`src/rtl/mantissa_normalizer.sv`:
```
// Post-adder normalizer: resolves carry/borrow, restores magnitude, left-normalizes.
// Optional macro NORM_SHIFT4_EN enables a 4-bit shift step in SHIFT (results unchanged).
module mantissa_normalizer #(
  parameter int MANT_W = 24,
  parameter int EXP_W  = 8
) (
  input  logic              clk,
  input  logic              rst,
  input  logic              in_valid,
  output logic              in_ready,
  input  logic [MANT_W-1:0] in_mant,
  input  logic              in_cout,
  input  logic              in_op,
  input  logic [EXP_W-1:0]  in_exp,
  input  logic              in_sign,
  output logic              out_valid,
  input  logic              out_ready,
  output logic [MANT_W-1:0] out_mant,
  output logic [EXP_W-1:0]  out_exp,
  output logic              out_sign,
  output logic              out_zero,
  output logic              out_overflow,
  output logic              out_underflow
);

  typedef enum logic [1:0] {IDLE, SHIFT, DONE} state_t;

  localparam logic [EXP_W-1:0] EXP_ONES = {EXP_W{1'b1}};
  localparam logic [EXP_W-1:0] EXP_ONE  = EXP_W'(1);

  state_t             state_q, state_d;
  logic [MANT_W-1:0]  mant_q, mant_d;
  logic [EXP_W-1:0]   exp_q, exp_d;
  logic               sign_q, sign_d;
  logic               zero_q, zero_d;
  logic               ovf_q, ovf_d;
  logic               unf_q, unf_d;

  logic               carry, borrow;
  logic [MANT_W-1:0]  mag;
  logic [EXP_W-1:0]   exp_inc;
  logic [MANT_W-1:0]  mant_sh;
  logic [EXP_W-1:0]   exp_sh;

  always_comb begin
    carry   = ~in_op & in_cout;
    borrow  = in_op & ~in_cout;
    mag     = borrow ? (~in_mant + 1'b1) : in_mant;
    exp_inc = in_exp + 1'b1;
  end

  // One normalization step from the current registered mantissa/exponent.
  always_comb begin
    mant_sh = mant_q << 1;
    exp_sh  = exp_q - 1'b1;
`ifdef NORM_SHIFT4_EN
    if (mant_q[MANT_W-1 -: 4] == 4'b0 && exp_q > EXP_W'(5)) begin
      mant_sh = mant_q << 4;
      exp_sh  = exp_q - EXP_W'(4);
    end
`endif
  end

  always_comb begin
    state_d = state_q;
    mant_d  = mant_q;
    exp_d   = exp_q;
    sign_d  = sign_q;
    zero_d  = zero_q;
    ovf_d   = ovf_q;
    unf_d   = unf_q;
    case (state_q)
      IDLE: begin
        if (in_valid) begin
          zero_d  = 1'b0;
          ovf_d   = 1'b0;
          unf_d   = 1'b0;
          sign_d  = in_sign ^ borrow;
          mant_d  = mag;
          exp_d   = in_exp;
          state_d = DONE;
          if (carry) begin
            mant_d = {1'b1, in_mant[MANT_W-1:1]};
            exp_d  = exp_inc;
            if (exp_inc == EXP_ONES) begin
              ovf_d  = 1'b1;
              mant_d = '0;
            end
          end else if (mag == '0) begin
            zero_d = 1'b1;
            exp_d  = '0;
            mant_d = '0;
          end else if (mag[MANT_W-1]) begin
            state_d = DONE;
          end else if (in_exp <= EXP_ONE) begin
            unf_d = 1'b1;
            exp_d = '0;
          end else begin
            state_d = SHIFT;
          end
        end
      end
      SHIFT: begin
        mant_d = mant_sh;
        exp_d  = exp_sh;
        if (mant_sh[MANT_W-1]) begin
          state_d = DONE;
        end else if (exp_sh == EXP_ONE) begin
          // Ran out of exponent before finding the leading 1: denormal.
          exp_d   = '0;
          unf_d   = 1'b1;
          state_d = DONE;
        end
      end
      DONE: begin
        if (out_ready) state_d = IDLE;
      end
      default: state_d = IDLE;
    endcase
  end

  always_ff @(posedge clk) begin
    if (rst) begin
      state_q <= IDLE;
      mant_q  <= '0;
      exp_q   <= '0;
      sign_q  <= 1'b0;
      zero_q  <= 1'b0;
      ovf_q   <= 1'b0;
      unf_q   <= 1'b0;
    end else begin
      state_q <= state_d;
      mant_q  <= mant_d;
      exp_q   <= exp_d;
      sign_q  <= sign_d;
      zero_q  <= zero_d;
      ovf_q   <= ovf_d;
      unf_q   <= unf_d;
    end
  end

  assign in_ready      = (state_q == IDLE);
  assign out_valid     = (state_q == DONE);
  assign out_mant      = mant_q;
  assign out_exp       = exp_q;
  assign out_sign      = sign_q;
  assign out_zero      = zero_q;
  assign out_overflow  = ovf_q;
  assign out_underflow = unf_q;

endmodule

```
`config.mk`:
```
export PLATFORM = sky130hd
export DESIGN_NAME = mantissa_normalizer
export DESIGN_NICKNAME = d
export VERILOG_FILES = /design/src/rtl/mantissa_normalizer.sv
export SDC_FILE = /design/constraint.sdc
export NUM_CORES = 1
export LEC_CHECK = 0
export ABC_AREA = 1
export CORE_MARGIN = 2
export CORE_UTILIZATION = 47
export DETAILED_ROUTE_END_ITERATION = 10
export PLACE_DENSITY_LB_ADDON = 0.3
export SKIP_LAST_GASP = 1
export SLEW_MARGIN = 10
export SYNTH_ARGS = -nofsm -noshare
export SYNTH_HDL_FRONTEND = slang
export SYNTH_SLANG_ARGS = --single-unit
```
`constraint.sdc`:
```
create_clock -name clk -period 2.2 [get_ports clk]
set_clock_uncertainty 0.15 [all_clocks]
set_input_delay 0.44 -clock clk [delete_from_list [all_inputs] [get_ports clk]]
set_output_delay 0.44 -clock clk [all_outputs]
set_load 0.005 [all_outputs]
```
==> results of run 1 <==
[worst min path at each step]
| stage | endpoint | slack [ns] | depth (start not counted) |
|---|---|---|---|
| 3_3_place_gp | out_zero | 0.31 | 2 |
| 3_5_place_dp | out_overflow | 0.32 | 2 |
| 6_report | out_mant[16] | 0.33 | 2 |
| 5_1_grt | out_mant[15] | 0.36 | 2 |
| 2_1_floorplan | out_overflow | 0.31 | 2 |
| 4_1_cts | out_overflow | 0.33 | 2 |
[layer usage]
metal	vias to the layer above	track usage [%]
met1	2376	35.89
li1	2395	-
met3	103	5.281
met2	344	58.84
met4	0	20.00
met5	-	0
[placed cells by master (no fill, tap or decap), types with 3 or more instances in the layout]
cell type          n
nand2_1          218
buf_4            128
nand3_1           54
inv_1             49
nand2_2           46
clkdlybuf4s50_1   44
dfxtp_1           38
a21oi_1           33
nor2_1            29
nor2_4            21
nor2_2            15
o21ai_0           15
inv_2             12
nand3_2           11
xor2_1            11
clkbuf_2          10
nand2_4            9
a21oi_2            7
buf_6              7
buf_2              7
nor3_1             6
clkbuf_8           6
nand3_4            5
dlygate4sd2_1      5
ha_1               4
dlymetal6s2s_1     4
nand4_1            3
o21ai_1            3
o21ai_2            3
clkdlybuf4s15_1    3
[layout make-up]
type                       instances  area [sq um]
multi-input combinational        510          2873
timing repair buffer             212          1747
fill                             476          1266
sequential                        38         760.7
inverter                          67         276.5
tap                               99         123.9
clock buffer                       6         82.58
clock inverter                     1         30.03
timing repair inverter             1         16.27
[metrics by stage]
step	cells	hold slack (ns)	area [sq um]	worst slack, ns	power (mW)
2_1_floorplan	637	0.3118	3458	0.01045	2.519
3_3_place_gp	886	0.3142	4981	-0.8458	3.528
3_5_place_dp	886	0.3160	4981	-0.8957	3.592
4_1_cts	925	0.3274	5549	-0.005500	4.272
5_1_grt	934	0.3550	5909	-0.1320	4.889
6_report	934	0.3334	5909	-0.05619	4.572
[power by group through the flow]
| stage | Sequential (mW) | Clock [mW] | Combinational, mW |
|---|---|---|---|
| after floorplan | 1.11 | 0 | 1.40 |
| after global placement | 1.13 | 0 | 2.40 |
| after detailed placement | 1.13 | 0 | 2.46 |
| after CTS | 1.12 | 0.612 | 2.54 |
| after global routing | 1.17 | 0.638 | 3.08 |
| final | 1.14 | 0.609 | 2.82 |
[cell families after synthesis]
| kind of cell | share of synthesized area [%] |
|---|---|
| AO/OA/AOI/OAI | 9.522 |
| AND/OR/NAND/NOR | 51.52 |
| flip-flops | 22.01 |
| XOR/XNOR | 3.802 |
| buffers and inverters | 10.61 |
| adder cells (fa/ha/maj) | 2.534 |
[worst register-to-register path, stage by stage, from the launching register on]
cell,delay (ns)
dfxtp_1,0.35
inv_1,0.11
ha_2,0.21
nand2_1,0.09
nor3_1,0.18
xor2_1,0.21
nor2_1,0.07
nand3_1,0.10
nand3b_1,0.15
nand3_1,0.14
inv_1,0.06
nand2_1,0.05
inv_1,0.04
nor2_2,0.09
[state kept, by name, indices dropped and copies added, names as in the netlist]
signal	cells
out_overflow	1
out_mant	24
out_exp	8
out_zero	1
state_q	2
out_underflow	1
out_sign	1
[timing repair]
action,in CTS,in global routing
cloned,5,0
hold buffers,0,0
setup buffers,27,9
resized for setup,140,125
endpoints found under the setup margin,36,37
pin swaps,60,85
==> metrics.cfg, run 1 <==
[power]
leakagePower_nw=2.933
p_clk_share_pct=13.3
switching_share_pct=44.63
vdd_drop_max_mv=0.6961
power.switching_mw=2.040
p_int_mw=2.532
pwr-share-seq_pct=24.9
power.density_nw_per_um2=773.7
comb_power_share_pct=61.8

[cts]
clock_latency_ns=0.29
cts_buffers=5
clock_sinks=38
root_buffer=clkbuf_8
cts_tree=built
cts_max_level=2
clockBufferDepth=2
path_clk_slew_ns=0.07

[detailed_routing]
routed.top_layer=met4
routed_wl_microns=15130
wl_met3_microns=1323
drt-initial-drc-count=408
drcViolationCount=0
vias=5218
detail-route-antenna-nets=0
first_pass_iters=6
wl_per_cell_microns=16.19
routed_via_density=5.587
routed-wl-met2_microns=7313
drt-met1-wl_microns=5266

[synthesis]
synth_area_leaders=nand2_1 29%, dfxtp_1 22%, nand3_1 9.7%
ys_top_cells_by_count=267 x nand2_1, 67 x nand3_1, 61 x inv_1, 53 x nor2_1, 40 x a21oi_1
ys_warn_count=0
netlist_area_sq_um=3456
synth_cells=637
ys_types=32
postSynth.asyncResetShare_pct=0
syn_nets=683
synthFlopType=dfxtp_1
post-synth-top-count-cell=nand2_1
syn_avg_cell_area_sq_um=5.425
synth_top_area_share_pct=29.00
yosys.area.top_type=nand2_1
synth_edf_count=0
ys_ff_latch=38
yosysSeqAreaShare_pct=22.01

[timing]
fin_crit_sh_pct=102.6
setup_ws_ns=-0.05619
fmax_ghz=0.4432
slew_viol_final=0
setup_violations=9
finalCriticalPeriod_ns=2.256
slew_headroom_pct=72.92
setup_tns_ns=-0.3898
timing_hold_violations_final=0
tightest_slew_ns=0.4047

[worst_setup_path]
crit_type=input port to register
cp-startpoint=in_cout
cp_common_cell=nand2_1
path_depth=16
crit_path_end_kind=register
crit_slowest_cell=dlygate4sd2_1
startpoint_type=input port
required_ns=2.22
crit_family=simple AND/OR/NAND/NOR gates
timing.rr.start=out_exp[0]
r2r_slack_ns=0.14
path_cells=dlygate4sd2_1 -> inv_2 -> nand2_4 -> buf_4 -> nor2_1 -> nand2_1 -> nand2_1 -> nand3_1 -> nor2_1 -> nand2_2 -> nor2_4 -> nand2_4 -> nand2_1 -> nand2_1 -> nand2_1 -> a21oi_1
cp.arrival_ns=2.28
crit_fanout=7
path_buf_inv=3
reg2regPathDepth=13
endpoint=out_mant[0]
slowest_delay_ns=0.24
reg2reg_to=state_q[1]

[grt]
overflow=0
grt_util_all_layers_pct=32.66
grt_pass1_wl_microns=21840
antenna_found_initial=0
grt_max_degree=31
first_global_vias=4862

[placed_design]
dpl.hpwl_microns=9140
routabilityCongestion=0.9201
portBuffers=76

[finish]
drive_above_1_share_pct=36.89
fin_nets=881
fin_util_pct=82.35
areaGrowthSynthToFinish_pct=71.00
n_antenna_cell=0

[die]
core_area_sq_um=7176
die_area_sq_um=8055
fp-row-count=31
start_util_pct=48.16
dieWidth_microns=89.75
dieHeight_microns=89.75
pin_count=77

[worst_hold_path]
hold_path.startpoint=out_mant[16]
hold_class=register to register

[run_status]
status=complete, but fails checks
violations=setup timing

[flow_run]
maxCapViolCount=0

(Power assumes the default switching activity.)
==> run 2: changes to the inputs <==
--- a/config.mk
+++ b/config.mk
@@ -7,8 +7,9 @@
 export LEC_CHECK = 0
 export ABC_AREA = 1
 export CORE_MARGIN = 2
-export CORE_UTILIZATION = 47
+export CORE_UTILIZATION = 50
 export DETAILED_ROUTE_END_ITERATION = 10
+export DONT_BUFFER_PORTS = 1
 export PLACE_DENSITY_LB_ADDON = 0.3
 export SKIP_LAST_GASP = 1
 export SLEW_MARGIN = 10
==> run 2 against run 1 <==
  * The flow now finishes without violations
  * Sequential share of layout area increased by 6.3 points
  * Total power fell by 21%
  * Sequential power increased by 4%
  * Setup slack gained 0.19 ns
  * Largest power group unchanged
  * Sequential cell count is the same
  * Clock power decreased by 4.8%
  * Via count down 24%
  * Die area shrank 5.7%
  * Worst hold slack lost 0.28 ns
  * Count of clock-buffer cells in the layout grew 1
  * Global-route usage decreased by 6.5 points
==> metrics.cfg, run 2 (synthesis results as in run 1) <==
[detailed_routing]
wl_per_cell_microns=13.76  ; was 16.19 microns
routed.top_layer=met4  ; unchanged
drcViolationCount=0  ; unchanged
detail-route-antenna-nets=0  ; unchanged
vias=3947  ; was 5,218
first_pass_iters=5  ; was 6
drt-initial-drc-count=201  ; was 408
wl_met3_microns=677  ; was 1323 microns
routed_wl_microns=10240  ; was 15,130 microns
routed-wl-met2_microns=5296  ; was 7313 microns
drt-met1-wl_microns=4102  ; was 5266 microns
routed_via_density=5.305  ; was 5.587

[die]
dieHeight_microns=87.14  ; was 89.75 microns
pin_count=77  ; unchanged
start_util_pct=51.15  ; was 48.16%
fp-row-count=30  ; was 31
die_area_sq_um=7593  ; was 8055 sq um
core_area_sq_um=6756  ; was 7176 sq um
dieWidth_microns=87.14  ; was 89.75 microns

[grt]
overflow=0  ; unchanged
grt_util_all_layers_pct=26.20  ; was 32.66%
grt_pass1_wl_microns=15880  ; was 21,840 microns
grt_max_degree=34  ; was 31
first_global_vias=3565  ; was 4,862
antenna_found_initial=0  ; unchanged

[placed_design]
placed_cell_area_sq_um=3781  ; was 4981 sq um
routabilityCongestion=0.9069  ; was 0.9201
dp_slack_ns=-0.3163  ; was -0.8957 ns
portBuffers=0  ; was 76
dpl.hpwl_microns=7910  ; was 9140 microns

[timing]
fmax_ghz=0.4829  ; was 0.4432 GHz
tightest_slew_ns=0.4649  ; was 0.4047 ns
timing_hold_violations_final=0  ; unchanged
setup_ws_ns=0.1294  ; was -0.05619 ns
hold_slack_ns=0.05129  ; was 0.3334 ns
finalCriticalPeriod_ns=2.071  ; was 2.256 ns
setup_violations=0  ; was 9
fin_crit_sh_pct=94.12  ; was 102.6%
slew_headroom_pct=68.93  ; was 72.92%
slew_viol_final=0  ; unchanged

[worst_setup_path]
startpoint_type=input port  ; unchanged
timing.rr.start=out_exp[0]  ; unchanged
crit_fanout=6  ; was 7
crit_type=input port to register  ; unchanged
cp_common_cell=nand2_1  ; unchanged
required_ns=2.23  ; was 2.22 ns
path_buf_inv=1  ; was 3
crit_slowest_cell=nor2_4  ; was dlygate4sd2_1
crit_path_end_kind=register  ; unchanged
cp.arrival_ns=2.10  ; was 2.28 ns
reg2regPathDepth=13  ; unchanged
r2r_slack_ns=0.18  ; was 0.14 ns
reg2reg_to=state_q[1]  ; unchanged
slowest_delay_ns=0.20  ; was 0.24 ns
path_cells=clkinvlp_4 -> ha_4 -> nand3_4 -> nor2_4 -> nand2_2 -> nand2_4 -> nand2_1 -> nand2_1 -> nand2_1 -> nor2_1 -> nand2_2 -> nor2_4 -> nand2_4 -> nand2_1 -> nand2_1 -> nand2_1 -> a21oi_1  ; was dlygate4sd2_1 -> inv_2 -> nand2_4 -> buf_4 -> nor2_1 -> nand2_1 -> nand2_1 -> nand3_1 -> nor2_1 -> nand2_2 -> nor2_4 -> nand2_4 -> nand2_1 -> nand2_1 -> nand2_1 -> a21oi_1
crit_family=simple AND/OR/NAND/NOR gates  ; unchanged

[finish]
layout_common_cells=261 x nand2_1, 67 x nand3_1, 59 x inv_1  ; was 218 x nand2_1, 128 x buf_4, 54 x nand3_1
fill_cells=695  ; was 476
final_cell_area_sq_um=4003  ; was 5909 sq um
fin_util_pct=59.24  ; was 82.35%
n_antenna_cell=0  ; unchanged
drive_above_1_share_pct=14.16  ; was 36.89%
areaGrowthSynthToFinish_pct=15.82  ; was 71.00%
largest_reg_flops=24  ; unchanged
fin_nets=709  ; was 881
final_common_cell=nand2_1  ; unchanged

[cts]
cts_max_level=2  ; unchanged
clock_sinks=38  ; unchanged
holdBufCountCts=0  ; unchanged
clock_latency_ns=0.29  ; about the same
path_clk_slew_ns=0.08  ; was 0.07 ns
clockBufferDepth=2  ; unchanged
cts_buffers=5  ; unchanged
root_buffer=clkbuf_8  ; unchanged
cts_tree=built  ; unchanged

[power]
power.total_mw=3.628  ; was 4.572 mW
vdd_drop_max_mv=0.6093  ; was 0.6961 mV
leakagePower_nw=2.043  ; was 2.933 nW
power.density_nw_per_um2=906.4  ; was 773.7 nW/um^2

[flow_run]
maxCapViolCount=0  ; unchanged

[worst_hold_path]
holdPathEnd=out_exp[1]  ; was out_mant[16]
hold_class=input port to register  ; was register to register
min_path_cells=1  ; was 2
hold_path.startpoint=rst  ; was out_mant[16]

[run_status]
status=complete, no violations  ; was complete, but fails checks

run 2: changes by cell type in the layout (fill, tap and decap cells not counted), moves of 8 or more:
cell             change
buf_4               -85
clkbuf_2            -10
clkdlybuf4s50_1     -44
inv_1               +10
nand2_1             +43
nand2_2             -37
nand3_1             +13
nand3_2             -10
nor2_1              +19
nor2_2               -8
nor2_4              -14
run 2: power by group:
part	internal [mW]	leakage, nW	switching (mW)
clock	0.339	0.0524	0.240
combinational	0.671	1.68	1.18
sequential	0.921	0.313	0.273
run 2: routing by layer:
metal  GRT usage (%)  vias up
met4           6.154        0
met5               0        -
li1                -     2058
met2           49.34      118
met3           6.161       13
met1           29.61     1758
run 2: worst max path at each step:
stage | from | endpoint | cells after the start
after CTS | in_mant[1] | out_exp[2] | 17
final | in_mant[0] | out_exp[0] | 17
after detailed placement | in_mant[1] | out_exp[2] | 17
after global routing | in_mant[0] | out_exp[1] | 17
after global placement | in_mant[0] | out_exp[4] | 17
after floorplan | in_mant[1] | out_mant[0] | 18
run 2: metrics by stage:
| stage | instances | TNS (ns) |
|---|---|---|
| floorplan | 637 | 0 |
| global placement | 734 | -8.365 |
| detailed placement | 734 | -9.216 |
| CTS | 742 | 0 |
| global route | 744 | -0.2504 |
| finish | 744 | 0 |
run 2: what timing repair did:
action,in CTS,in global routing
gates resized for setup,2,25
endpoints found under the setup margin,4,14
setup buffers,0,1
pin swaps,0,10
cloned,0,1
run 2: final cells by class:
class | count | area (sq um) | area share [%]
Timing Repair Buffer | 44 | 342.8 | 8.565
Multi-Input combinational cell | 507 | 2432 | 60.77
Tap cell | 80 | 100.1 | 2.501
Clock buffer | 7 | 76.32 | 1.907
Sequential cell | 38 | 765.7 | 19.13
Clock inverter | 1 | 30.03 | 0.7502
Inverter | 67 | 255.2 | 6.377
